==> src/rtl/tdm_slot_sched.sv <==
// ST-bus frame aligner and per-slot scheduler for the shared converter datapath.
// Optional macro SLOT_REUSE_EN: idle slots are handed out round-robin among requesters.
module tdm_slot_sched #(
    parameter int NSLOT      = 32,
    parameter int NREQ       = 4,
    parameter int C4_PER_BIT = 2,
    parameter int SYNC_LOSS  = 3
) (
    input  logic                     clk,
    input  logic                     reset,
    input  logic                     f0,
    input  logic                     c4,
    input  logic                     wr,
    input  logic [$clog2(NSLOT)-1:0] waddr,
    input  logic [7:0]               wdata,
    output logic [7:0]               rdata,
    input  logic [NREQ-1:0]          req,
    output logic [NREQ-1:0]          grant,
    output logic [$clog2(NSLOT)-1:0] slot_num,
    output logic [2:0]               bit_num,
    output logic                     slot_start,
    output logic                     frame_start,
    output logic                     sync_ok,
    output logic                     frame_err,
    output logic [1:0]               fsm_state
);

    localparam int SW        = $clog2(NSLOT);
    localparam int CW        = $clog2(C4_PER_BIT);
    localparam int PW        = SW + 3 + CW;
    localparam int FRAME_LEN = NSLOT * 8 * C4_PER_BIT;
    localparam int MW        = $clog2(SYNC_LOSS + 1);

    typedef enum logic [1:0] {
        HUNT     = 2'd0,
        LOCKED   = 2'd1,
        FLYWHEEL = 2'd2
    } state_t;

    state_t        state;
    logic [PW-1:0] cnt;
    logic [MW-1:0] miss_cnt;
    logic          tick_q;
    logic          c4_s1, c4_s2, c4_s3;
    logic          f0_s1, f0_s2, f0_prev;
    logic          c4_rise, f0_det, wrap;
    logic [2:0]    tbl [NSLOT];
    logic [2:0]    entry;
    logic [1:0]    owner;
    logic [3:0]    req_x;
    logic [3:0]    grant_x;
    logic          unused_wdata;

    assign unused_wdata = ^wdata[6:2];
    assign c4_rise      = c4_s2 & ~c4_s3;
    assign f0_det       = c4_rise & ~f0_s2 & f0_prev;
    assign wrap         = (cnt == PW'(FRAME_LEN - 1));
    assign slot_num     = cnt[PW-1:CW+3];
    assign bit_num      = cnt[CW+2:CW];
    assign fsm_state    = state;

`ifdef SLOT_REUSE_EN
    logic [1:0] rr_ptr;
    logic [1:0] rr_next;
    logic [1:0] rr_idx;
    logic       rr_found;
`endif

    // Requester grant: a request level is sampled once per slot; the grant is held to slot end.
    always_comb begin
        req_x = '0;
        req_x[NREQ-1:0] = req;
        entry   = tbl[slot_num];
        owner   = entry[1:0];
        grant_x = '0;
        if (entry[2] && (int'(owner) < NREQ) && req_x[owner]) begin
            grant_x[owner] = 1'b1;
        end
`ifdef SLOT_REUSE_EN
        rr_next  = rr_ptr;
        rr_idx   = '0;
        rr_found = 1'b0;
        if (grant_x == 4'b0) begin
            for (int k = 0; k < NREQ; k++) begin
                rr_idx = 2'((int'(rr_ptr) + k) % NREQ);
                if (!rr_found && req_x[rr_idx]) begin
                    rr_found        = 1'b1;
                    grant_x[rr_idx] = 1'b1;
                    rr_next         = 2'((int'(rr_idx) + 1) % NREQ);
                end
            end
        end
`endif
    end

    always_ff @(posedge clk or negedge reset) begin
        if (!reset) begin
            c4_s1       <= 1'b0;
            c4_s2       <= 1'b0;
            c4_s3       <= 1'b0;
            f0_s1       <= 1'b1;
            f0_s2       <= 1'b1;
            f0_prev     <= 1'b1;
            state       <= HUNT;
            cnt         <= '0;
            miss_cnt    <= '0;
            tick_q      <= 1'b0;
            slot_start  <= 1'b0;
            frame_start <= 1'b0;
            sync_ok     <= 1'b0;
            frame_err   <= 1'b0;
            grant       <= '0;
`ifdef SLOT_REUSE_EN
            rr_ptr      <= '0;
`endif
        end else begin
            c4_s1       <= c4;
            c4_s2       <= c4_s1;
            c4_s3       <= c4_s2;
            f0_s1       <= f0;
            f0_s2       <= f0_s1;
            tick_q      <= 1'b0;
            frame_err   <= 1'b0;
            slot_start  <= tick_q && (cnt[CW+2:0] == '0);
            frame_start <= tick_q && (cnt == '0);

            if (slot_start && state != HUNT) begin
                grant <= grant_x[NREQ-1:0];
`ifdef SLOT_REUSE_EN
                rr_ptr <= rr_next;
`endif
            end

            if (c4_rise) begin
                f0_prev <= f0_s2;
                case (state)
                    HUNT: begin
                        grant <= '0;
                        if (f0_det) begin
                            cnt      <= '0;
                            miss_cnt <= '0;
                            state    <= LOCKED;
                            sync_ok  <= 1'b1;
                            tick_q   <= 1'b1;
                        end
                    end
                    LOCKED: begin
                        tick_q <= 1'b1;
                        cnt    <= cnt + PW'(1);
                        if (f0_det && !wrap) begin
                            frame_err <= 1'b1;
                            cnt       <= '0;
                        end else if (wrap && !f0_det) begin
                            state    <= FLYWHEEL;
                            miss_cnt <= MW'(1);
                        end
                    end
                    FLYWHEEL: begin
                        tick_q <= 1'b1;
                        cnt    <= cnt + PW'(1);
                        if (f0_det) begin
                            frame_err <= !wrap;
                            cnt       <= '0;
                            miss_cnt  <= '0;
                            state     <= LOCKED;
                        end else if (wrap) begin
                            miss_cnt <= miss_cnt + MW'(1);
                            // Last tolerated miss: drop lock, park the counter and release the datapath.
                            if (miss_cnt == MW'(SYNC_LOSS - 1)) begin
                                state   <= HUNT;
                                sync_ok <= 1'b0;
                                tick_q  <= 1'b0;
                                cnt     <= '0;
                                grant   <= '0;
                            end
                        end
                    end
                    default: begin
                        state <= HUNT;
                        grant <= '0;
                    end
                endcase
            end
        end
    end

    // Table write and readback; the arbiter reads the pre-write entry on a same-edge collision.
    always_ff @(posedge clk or negedge reset) begin
        if (!reset) begin
            for (int i = 0; i < NSLOT; i++) begin
                tbl[i] <= '0;
            end
            rdata <= '0;
        end else begin
            if (wr) begin
                tbl[waddr] <= {wdata[7], wdata[1:0]};
            end
            rdata <= {tbl[waddr][2], 5'b0, tbl[waddr][1:0]};
        end
    end

endmodule

==> config.mk <==
export PLATFORM = sky130hd
export DESIGN_NAME = tdm_slot_sched
export DESIGN_NICKNAME = d
export VERILOG_FILES = /design/src/rtl/tdm_slot_sched.sv
export SDC_FILE = /design/constraint.sdc
export NUM_CORES = 1
export LEC_CHECK = 0
export ABC_CLOCK_PERIOD_IN_PS = 2900
export BUFFER_PORTS_ARGS = -buffer_cell sky130_fd_sc_hd__clkbuf_2
export CAP_MARGIN = 30
export CELL_PAD_IN_SITES_DETAIL_PLACEMENT = 1
export CELL_PAD_IN_SITES_GLOBAL_PLACEMENT = 1
export CORE_AREA = 3 3 136 138
export CTS_CLUSTER_SIZE = 10
export DETAILED_ROUTE_END_ITERATION = 10
export DIE_AREA = 0 0 139 141
export PLACE_DENSITY_LB_ADDON = 0.1
export SLEW_MARGIN = 20
export SYNTH_ARGS = -nofsm -noshare
export SYNTH_HDL_FRONTEND = slang
export SYNTH_SLANG_ARGS = --single-unit
==> constraint.sdc <==
create_clock -name clk -period 2.9 [get_ports clk]
set_clock_uncertainty 0.1 [all_clocks]
set_input_delay 0.58 -clock clk [delete_from_list [all_inputs] [get_ports clk]]
set_output_delay 0.58 -clock clk [all_outputs]
set_load 0.005 [all_outputs]
==> out/qor.csv, run 1 <==
stage,metric,value,unit
worst_setup_path,CP required,3.10,ns
clock_network,# Post-CTS Setup Buffers,0,
synthesis,"FFs w/ async S/R, synth",100.0,%
timing,fin crit period,2.723,ns
worst_setup_path,Worst path slowest cell,dfrtp_1,
die,Die Ht,141,µm
synthesis,synthesized instance count,553,
route,number of vias per cell,5.700,
finish,most frequent cells in the layout,"123 x dfrtp_1, 103 x mux2_2, 36 x nor2_1, 36 x clkbuf_2, 35 x mux4_2",
timing,Slew headroom,49.52,%
synthesis,"Primary FF master, synth",dfrtp_1,
route,routed vias,4714,
route,Routed WL per cell,22.96,µm
clock_network,"Clk Latency, worst-skew pair",0.42,ns
die,Initial Util,40.04,%
global_routing,first-pass GRT wire length,30330,µm
die,cell row count,48,
clock_network,Max Buffers Root-to-Sink,2,
finish,Nets,619,
route,post-route ant nets,0,
global_routing,gr ovfl total,0,
route,DRC,0,
finish,share of layout cells above drive strength 1,39.70,%
clock_network,Worst-path clk slew,0.06,ns
finish,Final Util,46.42,%
finish,n_diodes,0,
clock_network,cts bufs inserted,17,
route,DR pass1 iterations,4,
worst_setup_path,WP data arrival,2.92,ns
timing,final setup violation count,0,
synthesis,Avg Synthesized Cell Area,12.52,µm²
worst_setup_path,"Max FO, Critical Path",6,
timing,final worst-path cycle share,93.89,%
worst_setup_path,Critical Path End Type,flop,
synthesis,largest cells by area after synthesis,"dfrtp_1 45%, mux2_2 17%, mux4_2 11%",
global_routing,largest net degree at the start of global routing,65,
route,DR top layer,met4,
outcome,status,completed,
worst_setup_path,Crit path largest cell delay,0.42,ns
die,Die Wd,139,µm
place,dpl hpwl,13700,µm
route,routed wire length on met2,9250,µm
synthesis,sequential-to-total area share from yosys stat,45.94,%
finish,Area Overhead vs Synth,15.93,%
synthesis,register bit total from synthesis,127,
clock_network,H-tree Lvls,4,
worst_setup_path,worst path cell trace,"ha_1, and3_1, and3_1, and3_1, ha_1, nand2_1, a21oi_1, or3_1, buf_4, o41ai_1",
synthesis,"EDFF count, synth",0,
clock_network,CTS tree,done,
die,# IOs,48,
route,Met3 Wirelength,790,µm
clock_network,# clock sinks,127,
run,max_cap viols,0,
route,Metal-1 WL,8690,µm
timing,setup_tns,0,ns
worst_setup_path,nature of the critical path startpoint,flop,
timing,RSZ-0062 raised after global routing,no,
synthesis,leading area contributor after synthesis,dfrtp_1,
power,leak pwr,3.494,nW
worst_setup_path,worst-case reg-to-reg path depth,10,
timing,f_max,0.3673,GHz
synthesis,Mapped Area,0.006925,mm²
synthesis,Yosys cell types,54,
worst_setup_path,critical path class,reg -> reg,
global_routing,gr usage total,20.05,%
min_path,worst hold path type,in -> async,
place,Port-buffer cells,37,
power,pwr dens,725.4,mW/mm²
clock_network,CTS Root Buffer Type,clkbuf_16,
timing,Slew @ Worst Pin,0.7555,ns
finish,"commonest non-fill, non-tap cell in the layout",dfrtp_1,
power,peak supply drop,0.4075,mV
timing,Pins Over Slew Limit,0,
place,Placer Congestion,0.8073,
route,drt first-iter violations,234,
route,Routed WL,18990,µm
global_routing,initial antenna violation count,0,
global_routing,number of global-route vias before repair,5097,
die,Core Region,0.01730,mm²
synthesis,YS warnings,0,
die,Die Area,0.01960,mm²
timing,endpoints failing hold,0,
synthesis,post-synth top area share,44.81,%
worst_setup_path,most frequent CP cell,and3_1,
## report_power, final
| group | leakage (nW) | internal, mW | total (mW) | switching, mW |
|---|---|---|---|---|
| Clock | 0.305 | 1.50 | 2.30 | 0.798 |
| Combinational | 1.56 | 0.605 | 1.16 | 0.558 |
| Sequential | 1.63 | 2.10 | 2.36 | 0.265 |
| Total | 3.49 | 4.20 | 5.82 | 1.62 |
## synth_stat cells, drive strengths merged (9+ instances only)
master,number
mux2i,18
nand2,31
clkbuf,19
mux4,38
nor2b,9
nor2,36
mux2,103
nand3,10
inv,13
dfrtp,124
buf,31
o21ai,13
a21oi,13
## area by class of cell
cell class / instances / area, µm²
clock buffers: 21 / 470.5
clock inverters: 11 / 162.7
fillers: 1777 / 9268
inverters: 13 / 48.80
multi-input cells: 367 / 3450
flip-flops and latches: 127 / 3183
well taps: 225 / 281.5
repair buffers: 63 / 432.9
## state kept, by name, indices dropped and copies added (netlist names), 2 cells and up
signal     flops
cnt            9
fsm_state      2
rdata          3
miss_cnt       2
grant          4
tbl           96
## logic make-up after synthesis
kind of cell | Yosys count | share of synthesized area [%]
adders and majority gates | 8 | 1.445
xor gates and xnor gates | 1 | 0.1265
AOI/OAI and AO/OA | 67 | 6.794
and+or+nand+nor | 127 | 9.250
muxes | 159 | 31.87
other | 1 | 0.05415
DFF | 127 | 45.94
buffers and inverters | 63 | 4.517
## final timing paths
check / end / startpoint / slack [ns]
max in group asynchronous: tbl[35]$_DFFE_PN0P_ / reset / 1.90
max: cnt[5]$_DFFE_PN0P_ / cnt[1]$_DFFE_PN0P_ / 0.18
max reg2reg: cnt[5]$_DFFE_PN0P_ / cnt[1]$_DFFE_PN0P_ / 0.18
min: c4_s3$_DFF_PN0_ / reset / 0.01
min reg2reg: c4_s2$_DFF_PN0_ / c4_s1$_DFF_PN0_ / 0.25
min in group clk: f0_s1$_DFF_PN1_ / f0 / 0.14
## worst max-delay path: cells and delay by family (launching register included)
| family | cells | cell delay (ns) |
|---|---|---|
| flops | 1 | 0.42 |
| fa+ha+maj | 2 | 0.50 |
| buf+inv | 1 | 0.17 |
| compound gates | 2 | 0.36 |
| simple gates | 5 | 1.06 |
## through the flow
step / instance area [µm²] / power [mW] / hold slack [ns] / setup WS (ns) / cells
after floorplan: 6940 / 3.115 / 0.1844 / 0.1510 / 557
after global placement: 7392 / 3.487 / 0.2342 / 0.2054 / 795
after detailed placement: 7392 / 3.543 / 0.2435 / 0.1630 / 795
after CTS: 8025 / 5.864 / 0.02650 / 0.1345 / 827
after global routing: 8029 / 6.121 / 0.04954 / 0.01354 / 827
final: 8029 / 5.825 / 0.01339 / 0.1771 / 827
## metal layers
layer  vias up  global-route usage, %
met5         -                      0
met2        97                  32.63
li1       2116                      -
met4         0                  5.973
met3        16                  3.935
met1      2485                  27.44
## repair_timing
action	in CTS	in global routing
hold buffers	0	0
setup endpoints to repair	0	4
gates resized for setup	0	1
(Power assumes the default switching activity.)
==> inputs of run 2 (changes only) <==
GPL_TIMING_DRIVEN = 0   (was not set)
==> run 2 against run 1 <==
Sequential power is essentially flat. Non-clock buffer count grew 23. Die area unchanged. Routed wire length increased by 4.4%. Critical endpoint is now grant[3]$_DFF_PN0_. Critical path type unchanged. Register-to-register slack lost 0.04 ns. Clock-buffer cell count increased by 3. Via count grew 2.7%. Core utilization up 0.13 points. Sequential share of layout area down 0.13 points. Setup slack lost 0.043 ns. Largest power group unchanged.
==> out/qor.csv, run 2 (synthesized netlist as in run 1, its figures left out) <==
stage,metric,value,unit,change
place,dpl hpwl,14810,µm,+8.1%
route,post-route ant nets,0,,unchanged
die,Die Ht,141,µm,unchanged
global_routing,initial antenna violation count,0,,unchanged
timing,fin crit period,2.766,ns,+0.04343 ns
route,routed wire length on met2,9557,µm,+3.3%
power,peak supply drop,0.4476,mV,+9.8%
route,DR top layer,met4,,
worst_setup_path,cell family with most CP delay,compound AO/OA/AOI/OAI gates,,
route,Metal-1 WL,8949,µm,+3.0%
global_routing,number of global-route vias before repair,5218,,+2.4%
timing,RSZ-0062 raised after global routing,no,,
route,number of vias per cell,5.695,,about the same
worst_setup_path,worst-case reg-to-reg path depth,8,,-2
die,cell row count,48,,unchanged
worst_setup_path,CP required,3.10,ns,about the same
route,drt first-iter violations,269,,+15%
clock_network,Max Buffers Root-to-Sink,2,,unchanged
worst_setup_path,WP data arrival,2.97,ns,+0.05 ns
worst_setup_path,critical path class,reg -> reg,,
route,DRC,0,,unchanged
clock_network,CTS tree,done,,
finish,"commonest non-fill, non-tap cell in the layout",dfrtp_1,,
clock_network,cts bufs inserted,17,,unchanged
place,placed inst area,0.007428,mm²,+0.49%
die,Initial Util,40.04,%,unchanged
finish,Nets,642,,+3.7%
global_routing,gr ovfl total,0,,unchanged
worst_setup_path,worst path cell trace,"buf_6, buf_2, mux2i_1, a22oi_1, and4_1, o41ai_1, nor3_1, a32o_1",,
worst_setup_path,Crit path buffers/inverters,2,,+1
global_routing,largest net degree at the start of global routing,65,,unchanged
timing,Slew @ Worst Pin,0.8309,ns,+0.07541 ns
timing,endpoints failing hold,0,,unchanged
worst_setup_path,CP Depth,8,,-2
run,max_cap viols,0,,unchanged
place,setup slack at placement,-0.6743,ns,-0.8372 ns
route,Met3 Wirelength,886,µm,+12%
timing,PnR worst setup slack,0.1337,ns,-0.04343 ns
finish,max reg flops,96,,unchanged
finish,share of layout cells above drive strength 1,38.24,%,-1.5 points
place,Port-buffer cells,34,,-8.1%
worst_setup_path,internal reg-to-reg setup slack,0.13,ns,-0.04 ns
clock_network,Worst-path clk slew,0.05,ns,about the same
clock_network,CTS Root Buffer Type,clkbuf_16,,
worst_setup_path,Worst R2R End,grant[3]$_DFF_PN0_,,
worst_setup_path,Critical Path End Type,flop,,
worst_setup_path,Crit path largest cell delay,0.42,ns,about the same
clock_network,hold buffer count at CTS,0,,unchanged
route,DR pass1 iterations,4,,unchanged
die,Core Region,0.01730,mm²,unchanged
timing,f_max,0.3615,GHz,-1.6%
power,overall power,5.624,mW,-3.4%
min_path,worst hold path type,in -> async,,
outcome,status,completed,,
timing,final setup violation count,0,,unchanged
power,leak pwr,3.511,nW,+0.47%
global_routing,first-pass GRT wire length,31660,µm,+4.4%
timing,Pins Over Slew Limit,0,,unchanged
worst_setup_path,Worst path slowest cell,o41ai_1,,
die,Die Area,0.01960,mm²,unchanged
finish,Area Overhead vs Synth,16.26,%,
timing,final worst-path cycle share,95.39,%,+1.5 points
finish,"Design Area, Final",0.008051,mm²,+0.28%
finish,n_diodes,0,,unchanged
power,pwr dens,698.5,mW/mm²,-3.7%
place,Placer Congestion,0.8432,,+4.4%
finish,Final Util,46.55,%,+0.13 points
timing,Slew headroom,44.49,%,-5.0 points
route,routed vias,4841,,+2.7%
die,# IOs,48,,unchanged
clock_network,"Clk Latency, worst-skew pair",0.42,ns,about the same
global_routing,gr usage total,21.18,%,+1.1 points
worst_setup_path,"Max FO, Critical Path",10,,+4
worst_setup_path,nature of the critical path startpoint,flop,,
route,Routed WL per cell,23.33,µm,+1.6%
finish,most frequent cells in the layout,"124 x dfrtp_1, 103 x mux2_2, 35 x mux4_2, 35 x nor2_1, 34 x clkbuf_2",,
die,Die Wd,139,µm,unchanged
clock_network,# clock sinks,127,,unchanged
route,Routed WL,19830,µm,+4.4%
finish,Top reg by flops,tbl,,
clock_network,H-tree Lvls,4,,unchanged
finish,Top Registers,"tbl (96), cnt (9), grant (4)",,
worst_setup_path,Worst R2R Start,cnt[5]$_DFFE_PN0P_,,
-- run 2: changes by cell type in the layout (fill, tap and decap cells not counted), moves of 3 or more --
cell	before	now
buf_1	0	4
buf_12	4	0
buf_2	0	7
buf_4	23	18
clkbuf_1	1	22
clkinvlp_4	3	0
-- run 2: metal layers --
| layer | up-vias | track usage, % |
|---|---|---|
| met5 | - | 0 |
| met4 | 0 | 6.488 |
| met3 | 35 | 4.545 |
| met2 | 109 | 34.16 |
| met1 | 2538 | 28.93 |
| li1 | 2159 | - |
-- run 2: worst max-delay path by stage --
stage	from	to	slack, ns
2_1_floorplan	cnt[5]$_DFFE_PN0P_	cnt[2]$_DFFE_PN0P_	0.15
3_3_place_gp	reset	tbl[69]$_DFFE_PN0P_	-0.86
3_5_place_dp	cnt[5]$_DFFE_PN0P_	cnt[4]$_DFFE_PN0P_	-0.67
4_1_cts	cnt[5]$_DFFE_PN0P_	grant[3]$_DFF_PN0_	0.006
5_1_grt	cnt[5]$_DFFE_PN0P_	grant[2]$_DFF_PN0_	0.0004
6_report	cnt[5]$_DFFE_PN0P_	grant[3]$_DFF_PN0_	0.13
-- run 2: area by class of cell --
class | count | area [µm²]
fill | 1800 | 9245
multi-input combinational | 367 | 3465
sequential | 127 | 3182
clock buffer | 24 | 471.7
tap | 225 | 281.5
buffer | 47 | 276.5
timing repair buffer | 39 | 236.5
clock inverter | 8 | 90.09
inverter | 13 | 48.80
-- run 2: power by group --
group          internal (mW)  switching (mW)
Combinational          0.613           0.576
Sequential              2.10           0.267
Clock                   1.30           0.768
Total                   4.01            1.61
-- run 2: metrics by stage --
stage                     hold slack, ns  setup TNS, ns  std cells
after global placement            0.2332        -111.44        816
after detailed placement          0.2464         -6.864        817
final                            0.04482              0        850
after CTS                        0.06029              0        846
after global routing             0.08223              0        850
after floorplan                   0.1844              0        557
-- run 2: worst register-to-register path, cell delays in order, from the launching register on --
cell and delay [ns]:
dfrtp_1 0.38, buf_6 0.20, buf_2 0.37, mux2i_1 0.38, a22oi_1 0.15, and4_1 0.22, o41ai_1 0.42, nor3_1 0.15
a32o_1 0.29
-- run 2: repair_timing --
action	4_1_cts	5_1_grt
endpoints found under the setup margin	14	11
pin swaps	1	1
gates resized for setup	10	5
setup buffers	0	4
